--- config.mk ---
export PLATFORM = sky130hd
export DESIGN_NAME = uart_tx_scheduler
export DESIGN_NICKNAME = d
export VERILOG_FILES = /design/src/rtl/uart_tx_scheduler.sv
export SDC_FILE = /design/constraint.sdc
export NUM_CORES = 1
export LEC_CHECK = 0
export ABC_AREA = 1
export ABC_CLOCK_PERIOD_IN_PS = 2950
export BUFFER_PORTS_ARGS = -buffer_cell sky130_fd_sc_hd__buf_4
export CAP_MARGIN = 20
export CORE_UTILIZATION = 35
export DETAILED_ROUTE_END_ITERATION = 16
export GPL_ROUTABILITY_DRIVEN = 0
export PLACE_DENSITY = 0.68
export SKIP_LAST_GASP = 1
export SYNTH_ARGS = -nofsm -noshare
export SYNTH_HDL_FRONTEND = slang
export SYNTH_SLANG_ARGS = --single-unit
--- constraint.sdc ---
create_clock -name clk -period 2.95 [get_ports clk]
set_clock_uncertainty 0.05 [all_clocks]
set_input_delay 0 -clock clk [delete_from_list [all_inputs] [get_ports clk]]
set_output_delay 0 -clock clk [all_outputs]
set_load 0.01 [all_outputs]
--- src/rtl/uart_tx_scheduler.sv ---
// ============================================================================
// uart_tx_scheduler
// ----------------------------------------------------------------------------
// Shares one byte-oriented UART transmitter between four requesters.
//
// A requester becomes owner by winning a round-robin arbitration while the
// scheduler is idle. It keeps the transmitter until it delivers a byte marked
// "last". Each byte is handed to the transmitter with a one-cycle tx_start
// pulse. The scheduler then waits for the transmitter to acknowledge by
// raising tx_busy, and then waits for tx_busy to fall. After that it enforces
// an idle gap before the next byte. A transmitter that never acknowledges
// raises a sticky error and frees the grant so the system cannot lock up.
//
// Parameters
//   GAP_CYCLES   idle clk cycles held between consecutive bytes
//   ACK_TIMEOUT  clk cycles allowed between tx_start and tx_busy rising
//
// Ports
//   clk          clock, all logic on the rising edge
//   rst          asynchronous, active-high reset
//   req_valid    [3:0]  per-requester byte available
//   req_data     [31:0] byte of requester i on bits [8i+7:8i]
//   req_last     [3:0]  per-requester final-byte-of-burst flag
//   req_ready    [3:0]  one-hot pulse: byte of requester i accepted
//   tx_start     one-cycle start pulse to the transmitter
//   tx_byte      [7:0]  byte to transmit, held until the next acceptance
//   tx_busy      transmitter busy (START through STOP)
//   grant        [1:0]  index of current owner, valid with grant_valid
//   grant_valid  a requester owns the transmitter
//   err_timeout  sticky: transmitter failed to acknowledge tx_start
// ============================================================================
module uart_tx_scheduler #(
    parameter int GAP_CYCLES  = 2,
    parameter int ACK_TIMEOUT = 15
) (
    input  logic        clk,
    input  logic        rst,
    input  logic [3:0]  req_valid,
    input  logic [31:0] req_data,
    input  logic [3:0]  req_last,
    output logic [3:0]  req_ready,
    output logic        tx_start,
    output logic [7:0]  tx_byte,
    input  logic        tx_busy,
    output logic [1:0]  grant,
    output logic        grant_valid,
    output logic        err_timeout
);

    // Counter widths never collapse to zero bits, even for tiny parameters.
    localparam int ACK_W = (ACK_TIMEOUT < 2) ? 1 : $clog2(ACK_TIMEOUT + 1);
    localparam int GAP_W = (GAP_CYCLES < 2) ? 1 : $clog2(GAP_CYCLES + 1);

    // The acknowledge counter starts at zero on the first WAIT_ACK cycle.
    // Reaching ACK_TIMEOUT-1 without tx_busy therefore means ACK_TIMEOUT
    // cycles have elapsed since tx_start rose.
    localparam logic [ACK_W-1:0] ACK_LAST = ACK_W'(ACK_TIMEOUT - 1);
    localparam logic [GAP_W-1:0] GAP_LOAD = GAP_W'(GAP_CYCLES);

    typedef enum logic [2:0] {
        ST_IDLE      = 3'd0,
        ST_ISSUE     = 3'd1,
        ST_WAIT_ACK  = 3'd2,
        ST_WAIT_DONE = 3'd3,
        ST_GAP       = 3'd4
    } state_t;

    // ------------------------------------------------------------------
    // Round-robin search. The search starts one past the previous winner
    // and goes upward with wraparound. The result is {found, index}.
    // ------------------------------------------------------------------
    function automatic logic [2:0] rr_pick(input logic [3:0] valid,
                                           input logic [1:0] last);
        logic [2:0] result;
        logic [1:0] cand;
        result = 3'b000;
        for (int k = 1; k <= 4; k++) begin
            cand = last + 2'(k);
            if (!result[2] && valid[cand]) begin
                result = {1'b1, cand};
            end
        end
        return result;
    endfunction

    state_t           state_r;
    logic [1:0]       last_winner_r;
    logic             last_byte_r;
    logic [ACK_W-1:0] ack_cnt_r;
    logic [GAP_W-1:0] gap_cnt_r;
    logic [3:0]       req_ready_r;
    logic             tx_start_r;
    logic [7:0]       tx_byte_r;
    logic [1:0]       grant_r;
    logic             grant_valid_r;
    logic             err_timeout_r;

    logic [2:0]       pick_s;
    logic             owner_valid_s;
    logic [7:0]       owner_byte_s;
    logic             owner_last_s;

    // Arbitration result and the current owner's request lane.
    always_comb begin
        pick_s        = rr_pick(req_valid, last_winner_r);
        owner_valid_s = req_valid[grant_r];
        owner_byte_s  = req_data[{grant_r, 3'b000} +: 8];
        owner_last_s  = req_last[grant_r];
    end

    // Scheduler FSM. All outputs are registered here.
    always_ff @(posedge clk or posedge rst) begin
        if (rst) begin
            state_r       <= ST_IDLE;
            last_winner_r <= 2'd3;
            last_byte_r   <= 1'b0;
            ack_cnt_r     <= '0;
            gap_cnt_r     <= '0;
            req_ready_r   <= 4'b0000;
            tx_start_r    <= 1'b0;
            tx_byte_r     <= 8'h00;
            grant_r       <= 2'd0;
            grant_valid_r <= 1'b0;
            err_timeout_r <= 1'b0;
        end else begin
            // Pulse outputs default low. Only acceptance raises them.
            tx_start_r  <= 1'b0;
            req_ready_r <= 4'b0000;

            case (state_r)
                ST_IDLE: begin
                    if (pick_s[2]) begin
                        grant_r       <= pick_s[1:0];
                        grant_valid_r <= 1'b1;
                        state_r       <= ST_ISSUE;
                    end else begin
                        grant_valid_r <= 1'b0;
                    end
                end

                // A stalled owner keeps the grant. Other requesters wait.
                // The tx_busy guard keeps a misbehaving transmitter from
                // ever seeing a start pulse while it is still sending.
                ST_ISSUE: begin
                    if (owner_valid_s && !tx_busy) begin
                        tx_start_r  <= 1'b1;
                        tx_byte_r   <= owner_byte_s;
                        req_ready_r <= 4'b0001 << grant_r;
                        last_byte_r <= owner_last_s;
                        ack_cnt_r   <= '0;
                        state_r     <= ST_WAIT_ACK;
                    end else begin
                        state_r     <= ST_ISSUE;
                    end
                end

                // The byte is already consumed, so it is not retried on
                // timeout. last_winner is left unchanged because the burst
                // never completed.
                ST_WAIT_ACK: begin
                    if (tx_busy) begin
                        state_r <= ST_WAIT_DONE;
                    end else if (ack_cnt_r == ACK_LAST) begin
                        err_timeout_r <= 1'b1;
                        grant_valid_r <= 1'b0;
                        ack_cnt_r     <= '0;
                        state_r       <= ST_IDLE;
                    end else begin
                        ack_cnt_r <= ack_cnt_r + ACK_W'(1);
                    end
                end

                ST_WAIT_DONE: begin
                    if (!tx_busy) begin
                        gap_cnt_r <= GAP_LOAD;
                        state_r   <= ST_GAP;
                    end else begin
                        state_r   <= ST_WAIT_DONE;
                    end
                end

                // The terminal count is checked before decrementing. With a
                // load of zero, GAP lasts exactly one cycle.
                ST_GAP: begin
                    if (gap_cnt_r == '0) begin
                        if (last_byte_r) begin
                            grant_valid_r <= 1'b0;
                            last_winner_r <= grant_r;
                            state_r       <= ST_IDLE;
                        end else begin
                            state_r       <= ST_ISSUE;
                        end
                    end else begin
                        gap_cnt_r <= gap_cnt_r - GAP_W'(1);
                    end
                end

                default: begin
                    grant_valid_r <= 1'b0;
                    state_r       <= ST_IDLE;
                end
            endcase
        end
    end

    assign req_ready   = req_ready_r;
    assign tx_start    = tx_start_r;
    assign tx_byte     = tx_byte_r;
    assign grant       = grant_r;
    assign grant_valid = grant_valid_r;
    assign err_timeout = err_timeout_r;

endmodule

==> results of run 1 <==
==> routing by layer <==
metal / global-route usage (%) / routed length (µm) / up-vias
li1: - / - / 976
met1: 26.2 / 2220 / 850
met2: 29.0 / 2120 / 69
met3: 5.01 / 314 / 7
met4: 6.71 / 70 / 0
met5: 0 / 0 / -
==> what timing repair did <==
item,in CTS,in global routing
hold buffers,15,0
endpoints found under the hold margin,18,0
setup buffers,0,0
==> cell families after synthesis <==
group                      Yosys count  synth area share, %
AOI/OAI and AO/OA                   28                 10.5
adders and majority gates            1                0.685
and+or+nand+nor                    163                 40.2
xor gates and xnor gates             1                0.480
buffers and inverters               32                 8.22
DFF                                 29                 39.9
==> path summary, 6_finish.rpt <==
check | slack (ns) | cells after the start | start | to
min in group asynchronous | 0.25 | 3 | rst | ack_cnt_r[2]$_DFFE_PP0P_
worst min-delay path | 0.01 | 5 | req_data[22] | tx_byte[6]$_DFFE_PP0P_
worst max-delay path | 1.00 | 8 | grant[0]$_DFFE_PP0P_ | last_byte_r$_DFFE_PP0P_
max in group asynchronous | 2.03 | 4 | rst | last_winner_r[1]$_DFFE_PP1P_
worst max register to register | 1.00 | 8 | grant[0]$_DFFE_PP0P_ | last_byte_r$_DFFE_PP0P_
worst min register to register | 0.44 | 2 | tx_byte[6]$_DFFE_PP0P_ | tx_byte[6]$_DFFE_PP0P_
==> power breakdown <==
group          internal, mW  switching [mW]
Clock                 0.162           0.162
Sequential            0.527           0.122
Combinational         0.485           0.663
==> registers in the layout (all words and copies together) (netlist names) <==
| register | flops |
|---|---|
| req_ready | 4 |
| state_r | 3 |
| gap_cnt_r | 2 |
| grant | 2 |
| grant_valid | 1 |
| last_winner_r | 2 |
| last_byte_r | 1 |
| tx_start | 1 |
| tx_byte | 8 |
| ack_cnt_r | 4 |
| err_timeout | 1 |
==> placed cells by master (no fill, tap or decap), drive strengths merged <==
cell,count
a21boi,1
a21oi,3
a22oi,11
a31o,1
a31oi,1
buf,60
clkbuf,5
clkinv,3
clkinvlp,1
dfrtp,27
dfstp,2
dlygate4sd3,15
ha,1
inv,26
nand2,110
nand3,24
nand4,2
nor2,19
nor3,5
nor3b,1
nor4,1
o2111ai,1
o211ai,1
o21ai,8
o22ai,1
or2,1
xnor2,1
==> area by class of cell <==
type / count / area [µm²]
clock buffers: 5 / 68.8
clock inverters: 3 / 17.5
fillers: 496 / 2310
inverters: 27 / 101
multi-input cells: 193 / 948
flip-flops and latches: 29 / 728
well taps: 67 / 83.8
repair buffers: 75 / 621
==> critical path: cells and delay by family (launching register included) <==
kind	cells	cell delay, ns
AO/OA/AOI/OAI	2	0.14
flip-flops	1	0.58
AND/OR/NAND/NOR	4	0.71
buffers and inverters	2	0.38
==> stage by stage <==
stage	instances	hold WS (ns)	instance area, µm²	utilization [%]
final	399	0.00974	2570	52.6
after CTS	399	0.00202	2570	52.6
after detailed placement	376	0.0190	2330	47.8
after global placement	375	0.255	2300	47.2
after floorplan	254	0.0266	1830	-
after global routing	399	0.0274	2570	52.6
==> results.py, run 1 <==
metrics = {
    "run_status": {
        "status": "completed",
    },
    "synthesis": {
        "synth_nets": 298,
        "postSynthCellCount": 254,
        "synth_cell_types": 32,
        "synth_common_cells": "105 x nand2_1, 27 x dfrtp_1, 22 x nand3_1",
        "synth_top_cell_area_share_pct": 37.0,
        "syn_area_um2": 1830,
        "async_flop_share_pct": 100,
        "seq_area_frac_synth_pct": 39.9,
        "ys_warn_count": 0,
        "synth_area_per_cell_um2": 7.19,
        "ys.flop_type": "dfrtp_1",
        "synth-seq-cells": 29,
        "synth_area_leaders": "dfrtp_1 37%, nand2_1 22%, nand3_1 6.0%",
        "synth.most_common_cell": "nand2_1",
        "synth_edf_count": 0,
        "yosysTopAreaCell": "dfrtp_1",
    },
    "setup_path": {
        "crit_type": "reg2reg",
        "critPathMaxStageDelay_ns": 0.58,
        "arrival_ns": 2.10,
        "critPathLaunchType": "register",
        "crit_fanout": 14,
        "cp.required_ns": 3.11,
        "cp_slowest_cell": "dfrtp_1",
        "end_kind": "register",
        "cp_cell_sequence": "inv_2, nor2_4, a22oi_2, nand2_1, nand3_2, inv_2, nand2_1, o21ai_1",
    },
    "place": {
        "pre_cts_slack_ns": 1.00,
        "dp_hpwl_mm": 3.53,
        "portBuffers": 59,
    },
    "grt": {
        "gr-total-overflow": 0,
        "grt_pass1_wl_mm": 7.87,
        "antenna_found_initial": 0,
        "grtUsageTotal_pct": 19.0,
        "grt_pass1_vias": 1720,
        "grt_max_degree": 20,
    },
    "timing": {
        "maxSlewHeadroom_pct": 65.4,
        "period_minus_slack_ns": 1.95,
        "finalHoldViolCount": 0,
        "setup_viol": 0,
        "fmax_mhz": 514,
        "worst_pin_slew_ns": 0.518,
        "fin_crit_sh_pct": 66.0,
        "tns_ns": 0,
        "slew_violations": 0,
        "setup_slack_ns": 1.00,
        "rsz0062_at_grt": "no",
    },
    "detailed_routing": {
        "via_count": 1902,
        "firstDrtPassIters": 4,
        "via_per_inst": 4.77,
        "drc_errors": 0,
        "wire_per_inst_um": 11.8,
        "drt_wl_total_mm": 4.72,
        "drt_iter0_markers": 92,
        "final_antenna_net_count": 0,
    },
    "floorplanning": {
        "die_area_um2": 5510,
        "die_h_um": 74.2,
        "placementRows": 25,
        "initial_core_util_pct": 37.4,
        "ioPinCount": 60,
        "core_area_um2": 4880,
        "die_w_um": 74.2,
    },
    "finish": {
        "drive_above_1_share_pct": 30.1,
        "fin_nets": 375,
        "diodes": 0,
        "area_delta_synth_final_pct": 40.6,
    },
    "clocking": {
        "clkLatencyLatePin_ns": 0.29,
        "htreeDepth": 2,
        "clk_pin_slew_ns": 0.07,
        "clock-sinks": 29,
        "cts-resized-gates": 0,
        "cts_tree": "built",
        "cts_root_buf": "clkbuf_8",
        "clock_path_buffers": 2,
        "cts_made_buffers": 5,
    },
    "power_and_ir_drop": {
        "powerDensity_nw_per_um2": 826,
        "p_total_mw": 2.12,
        "p_leak_nw": 1.34,
        "ir_drop_mv": 0.377,
    },
    "hold_path": {
        "hold_class": "in2reg",
    },
    "job": {
        "cap_violations": 0,
    },
}
No activity file was read; power rests on OpenSTA's default activity.
==> run 2: changes to the inputs <==
--- a/config.mk
+++ b/config.mk
@@ -6,7 +6,7 @@
 export NUM_CORES = 1
 export LEC_CHECK = 0
 export ABC_AREA = 1
-export ABC_CLOCK_PERIOD_IN_PS = 2950
+export ABC_CLOCK_PERIOD_IN_PS = 1800
 export BUFFER_PORTS_ARGS = -buffer_cell sky130_fd_sc_hd__buf_4
 export CAP_MARGIN = 20
 export CORE_UTILIZATION = 35
==> constraint.sdc (replaced) <==
create_clock -name clk -period 1.8 [get_ports clk]
set_clock_uncertainty 0.05 [all_clocks]
set_input_delay 0 -clock clk [delete_from_list [all_inputs] [get_ports clk]]
set_output_delay 0 -clock clk [all_outputs]
set_load 0.01 [all_outputs]
==> run 2 against run 1 <==
Effect of this change: register-to-register slack lost 0.93 ns; largest power group unchanged; sequential share of layout area fell by 1.0 points; maximum frequency is 13% higher; critical path type unchanged; critical path depth is 3 higher; total power is 66% higher.
==> results.py, run 2 (synthesis results as in run 1) <==
metrics = {
    "clocking": {
        "clock-sinks": 29,
        "cts_root_buf": "clkbuf_8",
        "htreeDepth": 2,
        "cts_made_buffers": 5,
        "clkLatencyLatePin_ns": 0.28,
        "clk_pin_slew_ns": 0.06,
        "cts_tree": "built",
        "clock_path_buffers": 2,
    },
    "setup_path": {
        "crit_type": "reg2reg",
        "r2r_cells": 11,
        "crit_fanout": 9,
        "end_kind": "register",
        "cp.required_ns": 1.91,
        "critPathTopFamily": "simple AND/OR/NAND/NOR gates",
        "critPathLaunchType": "register",
        "critPathMaxStageDelay_ns": 0.62,
        "r2r_slack_ns": 0.07,
        "cp_cell_sequence": "inv_4, nand2_1, nand2_1, nand2_1, nand2_1, nor2_4, nand3_2, nand2_4, inv_2, nand3_1, nand2_1",
        "crit_top_cell": "nand2_1",
        "arrival_ns": 1.84,
        "r2r-end": "grant[0]$_DFFE_PP0P_",
        "r2r-start": "last_winner_r[0]$_DFFE_PP1P_",
        "cp_num_buf_inv": 2,
        "cp_slowest_cell": "dfstp_2",
    },
    "finish": {
        "drive_above_1_share_pct": 32.5,
        "layout_common_cells": "103 x nand2_1, 70 x buf_4, 27 x dfrtp_1",
        "fin_nets": 388,
        "fill_cells": 487,
        "largest_reg_flops": 8,
        "diodes": 0,
        "final_common_cell": "nand2_1",
        "utilization_pct": 54.6,
        "area_delta_synth_final_pct": 46.0,
        "instances_no_fill": 412,
    },
    "timing": {
        "finalHoldViolCount": 0,
        "fin_crit_sh_pct": 95.9,
        "worst_pin_slew_ns": 0.400,
        "setup_viol": 0,
        "period_minus_slack_ns": 1.73,
        "fmax_mhz": 580,
        "maxSlewHeadroom_pct": 73.3,
        "slew_violations": 0,
    },
    "grt": {
        "grtUsageTotal_pct": 19.6,
        "antenna_found_initial": 0,
        "grt_pass1_wl_mm": 8.19,
        "grt_pass1_vias": 1843,
        "gr-total-overflow": 0,
        "grt_max_degree": 30,
    },
    "floorplanning": {
        "ioPinCount": 60,
        "die_area_um2": 5510,
        "core_area_um2": 4880,
        "initial_core_util_pct": 37.4,
        "die_w_um": 74.2,
        "die_h_um": 74.2,
        "placementRows": 25,
    },
    "hold_path": {
        "min_delay_worst_endpoint": "tx_byte[4]$_DFFE_PP0P_",
        "worstHoldStart": "req_data[28]",
        "hold_class": "in2reg",
        "whs_path_depth": 5,
    },
    "detailed_routing": {
        "drt_iter0_markers": 92,
        "drc_errors": 0,
        "wire_per_inst_um": 12.0,
        "final_antenna_net_count": 0,
        "via_per_inst": 4.80,
        "drt_wl_total_mm": 4.94,
        "firstDrtPassIters": 7,
        "via_count": 1979,
    },
    "power_and_ir_drop": {
        "ir_drop_mv": 0.637,
        "seqPwrFrac_pct": 29.9,
        "powerDensity_nw_per_um2": 1320,
        "internal_power_mw": 1.95,
        "p_clk_share_pct": 14.5,
        "swShare_pct": 44.7,
        "combPwrFrac_pct": 55.7,
        "switchingPower_mw": 1.57,
        "p_leak_nw": 1.40,
    },
    "run_status": {
        "status": "completed",
    },
    "place": {
        "placed_cells": 384,
        "portBuffers": 59,
        "dp_hpwl_mm": 3.48,
    },
    "job": {
        "cap_violations": 0,
    },
}
-- run 2: layout make-up --
class | instances | area, µm² | area share [%]
inverter | 27 | 104 | 3.89
tap | 67 | 83.8 | 3.14
sequential | 29 | 728 | 27.3
timing repair buffer | 88 | 706 | 26.5
clock inverter | 2 | 10.0 | 0.375
multi-input combinational | 193 | 962 | 36.1
clock buffer | 6 | 72.6 | 2.72
-- run 2: worst min-delay path, cell delays in order --
cell and delay [ns]:
buf_4 0.08, nand2_1 0.04, nand3_1 0.08, nand2_1 0.06
nand2_1 0.05
-- run 2: metal layers --
metal  share of wire, %  global-route usage, %
met5                  0                      0
met4                1.3                   6.29
met3                6.8                   5.96
met2                 46                   31.4
met1                 46                   25.6
-- run 2: how the worst max path moves through the flow --
| stage | startpoint | end | slack (ns) | cells after the start |
|---|---|---|---|---|
| 2_1_floorplan | last_winner_r[0]$_DFFE_PP1P_ | grant[0]$_DFFE_PP0P_ | 0.23 | 12 |
| 3_3_place_gp | last_winner_r[0]$_DFFE_PP1P_ | grant[0]$_DFFE_PP0P_ | 0.06 | 11 |
| 3_5_place_dp | last_winner_r[0]$_DFFE_PP1P_ | grant[1]$_DFFE_PP0P_ | 0.06 | 11 |
| 4_1_cts | last_winner_r[0]$_DFFE_PP1P_ | grant[1]$_DFFE_PP0P_ | 0.05 | 11 |
| 5_1_grt | last_winner_r[0]$_DFFE_PP1P_ | grant[0]$_DFFE_PP0P_ | -0.03 | 11 |
| 6_report | last_winner_r[0]$_DFFE_PP1P_ | grant[0]$_DFFE_PP0P_ | 0.07 | 11 |
-- run 2: power by group through the flow --
stage / combinational [mW] / sequential (mW) / clock, mW
CTS: 1.90 / 1.05 / 0.525
global route: 2.19 / 1.08 / 0.557
global placement: 1.85 / 1.06 / 0
finish: 1.96 / 1.05 / 0.510
detailed placement: 1.86 / 1.06 / 0
floorplan: 1.28 / 1.04 / 0
-- run 2: through the flow --
step / power, mW / instance area, µm² / worst slack, ns / hold slack [ns] / TNS (ns)
finish: 3.52 / 2670 / 0.0746 / 0.00958 / 0
global route: 3.83 / 2670 / -0.0321 / 0.0369 / -0.0639
CTS: 3.48 / 2640 / 0.0515 / 0.00216 / 0
detailed placement: 2.92 / 2370 / 0.0622 / 0.0554 / 0
global placement: 2.90 / 2370 / 0.0577 / 0.0456 / 0
floorplan: 2.32 / 1830 / 0.228 / 0.0266 / 0
-- run 2: what timing repair did --
item	4_1_cts	5_1_grt
buffers inserted	0	2
endpoints found under the setup margin	0	4
endpoints found under the hold margin	34	0
hold buffers	18	0
gates resized for setup	0	5
==> run 3: changes to the inputs <==
--- a/config.mk
+++ b/config.mk
@@ -9,10 +9,10 @@
 export ABC_CLOCK_PERIOD_IN_PS = 1800
 export BUFFER_PORTS_ARGS = -buffer_cell sky130_fd_sc_hd__buf_4
 export CAP_MARGIN = 20
-export CORE_UTILIZATION = 35
+export CORE_UTILIZATION = 40
 export DETAILED_ROUTE_END_ITERATION = 16
 export GPL_ROUTABILITY_DRIVEN = 0
-export PLACE_DENSITY = 0.68
+export PLACE_DENSITY = 0.75
 export SKIP_LAST_GASP = 1
 export SYNTH_ARGS = -nofsm -noshare
 export SYNTH_HDL_FRONTEND = slang
==> run 3 against run 2 <==
Effect of this change: worst setup slack improved by 0.018 ns; sequential cell count did not move; register-to-register slack improved by 0.02 ns; combinational power barely moved; highest routed layer unchanged; sequential share of layout area fell by 0.48 points; global-route usage rose by 1.3 points; total power rose by 4.8%; hold slack got worse by 0.0075 ns; critical endpoint is now grant[1]$_DFFE_PP0P_; routed wire length fell by 2.9%; first-iteration DRC count rose by 32%.
==> results.py, run 3 (synthesis results as in run 1) <==
metrics = {
    "run_status": {
        "status": "completed",
    },
    "detailed_routing": {
        "drt_wl_total_mm": 4.80,
        "drt_iter0_markers": 121,
        "via_per_inst": 4.94,
        "via_count": 1974,
        "drc_errors": 0,
        "final_antenna_net_count": 0,
        "wire_per_inst_um": 12.0,
        "firstDrtPassIters": 4,
    },
    "setup_path": {
        "r2r-start": "last_winner_r[0]$_DFFE_PP1P_",
        "cp_cell_sequence": "inv_4, nand2_1, nand2_1, nand2_2, nand2_2, nor2_4, nand3_2, nand2_2, inv_2, nand2_1, nand2_1",
        "crit_fanout": 9,
        "arrival_ns": 1.81,
        "crit_top_cell": "nand2_1",
        "cp.required_ns": 1.90,
        "critPathMaxStageDelay_ns": 0.60,
        "startpoint": "last_winner_r[0]$_DFFE_PP1P_",
        "critPathLaunchType": "register",
        "end_kind": "register",
        "cp_slowest_cell": "dfstp_2",
        "crit_type": "reg2reg",
    },
    "job": {
        "cap_violations": 0,
    },
    "clocking": {
        "clock-sinks": 29,
        "clkLatencyLatePin_ns": 0.28,
        "cts_made_buffers": 5,
        "cts_tree": "built",
        "htreeDepth": 2,
        "clock_path_buffers": 2,
        "clk_pin_slew_ns": 0.06,
        "cts_root_buf": "clkbuf_8",
    },
    "hold_path": {
        "hold_class": "in2reg",
        "worstHoldStart": "req_data[15]",
    },
    "grt": {
        "grt_pass1_vias": 1913,
        "grt_pass1_wl_mm": 8.15,
        "antenna_found_initial": 0,
        "grt_max_degree": 30,
        "gr-total-overflow": 0,
        "grtUsageTotal_pct": 20.9,
    },
    "finish": {
        "drive_above_1_share_pct": 32.5,
        "multi_input_area_um2": 962,
        "diodes": 0,
        "regArea_um2": 728,
        "area_delta_synth_final_pct": 48.6,
        "layout_common_cells": "101 x nand2_1, 69 x buf_4, 27 x dfrtp_1",
        "fin_nets": 391,
        "largest_reg_flops": 8,
        "fill_cells": 373,
        "utilization_pct": 61.9,
        "final_common_cell": "nand2_1",
    },
    "timing": {
        "slew_violations": 0,
        "whs_ns": 0.00208,
        "fin_crit_sh_pct": 94.8,
        "period_minus_slack_ns": 1.71,
        "fmax_mhz": 586,
        "setup_viol": 0,
        "finalHoldViolCount": 0,
        "worst_pin_slew_ns": 0.393,
        "maxSlewHeadroom_pct": 73.8,
    },
    "floorplanning": {
        "ioPinCount": 60,
        "die_w_um": 69.6,
        "die_area_um2": 4840,
        "die_h_um": 69.6,
        "initial_core_util_pct": 41.7,
        "placementRows": 24,
        "core_area_um2": 4380,
    },
    "place": {
        "portBuffers": 59,
        "dp_hpwl_mm": 3.45,
    },
    "power_and_ir_drop": {
        "ir_drop_mv": 0.608,
        "p_leak_nw": 1.42,
        "powerDensity_nw_per_um2": 1360,
    },
}
==> run 3: critical path: cells and delay by family (launching register included) <==
| kind | cells | cell delay (ns) |
|---|---|---|
| buffers and inverters | 2 | 0.11 |
| DFF | 1 | 0.60 |
| and+or+nand+nor | 9 | 0.81 |
==> run 3: layer usage <==
| layer | vias to the layer above | GRT usage [%] | wire (µm) |
|---|---|---|---|
| met2 | 60 | 36.5 | 2350 |
| met5 | - | 0 | 0 |
| li1 | 1004 | - | - |
| met3 | 6 | 5.52 | 256 |
| met1 | 904 | 25.2 | 2150 |
| met4 | 0 | 6.35 | 44 |
==> run 3: path summary, 6_finish.rpt <==
check,end,slack (ns),cells past startpoint
max,grant[1]$_DFFE_PP0P_,0.09,11
min,tx_byte[7]$_DFFE_PP0P_,0.002,5
max reg2reg,grant[1]$_DFFE_PP0P_,0.09,11
min reg2reg,err_timeout$_DFFE_PP0P_,0.42,1
max in group asynchronous,last_winner_r[0]$_DFFE_PP1P_,1.09,4
min in group asynchronous,grant[0]$_DFFE_PP0P_,0.29,4
==> run 3: final cells by class <==
type | count | share of cell area [%]
multi-input combinational | 193 | 35.5
clock buffer | 7 | 3.18
inverter | 27 | 3.83
sequential | 29 | 26.8
timing repair buffer | 91 | 27.2
clock inverter | 1 | 1.11
tap | 52 | 2.40
==> run 3: stage by stage <==
stage	cell area, µm²	std cells	power [mW]	setup TNS, ns	worst slack (ns)
floorplan	1830	254	2.32	0	0.228
CTS	2680	398	3.65	0	0.0258
detailed placement	2350	368	2.91	0	0.0574
finish	2710	400	3.69	0	0.0929
global route	2710	400	3.98	-0.00973	-0.00973
global placement	2350	368	2.86	0	0.0716
==> run 3: power by group <==
part | total, mW | internal [mW] | switching (mW)
combinational | 1.94 | 0.809 | 1.13
sequential | 1.05 | 0.865 | 0.189
clock | 0.699 | 0.451 | 0.248
total | 3.69 | 2.12 | 1.57
==> run 3: what timing repair did <==
item	in CTS	in global routing
setup buffers	0	2
hold endpoints to repair	36	0
hold buffers	22	0
resized for setup	0	6
setup endpoints to repair	0	2
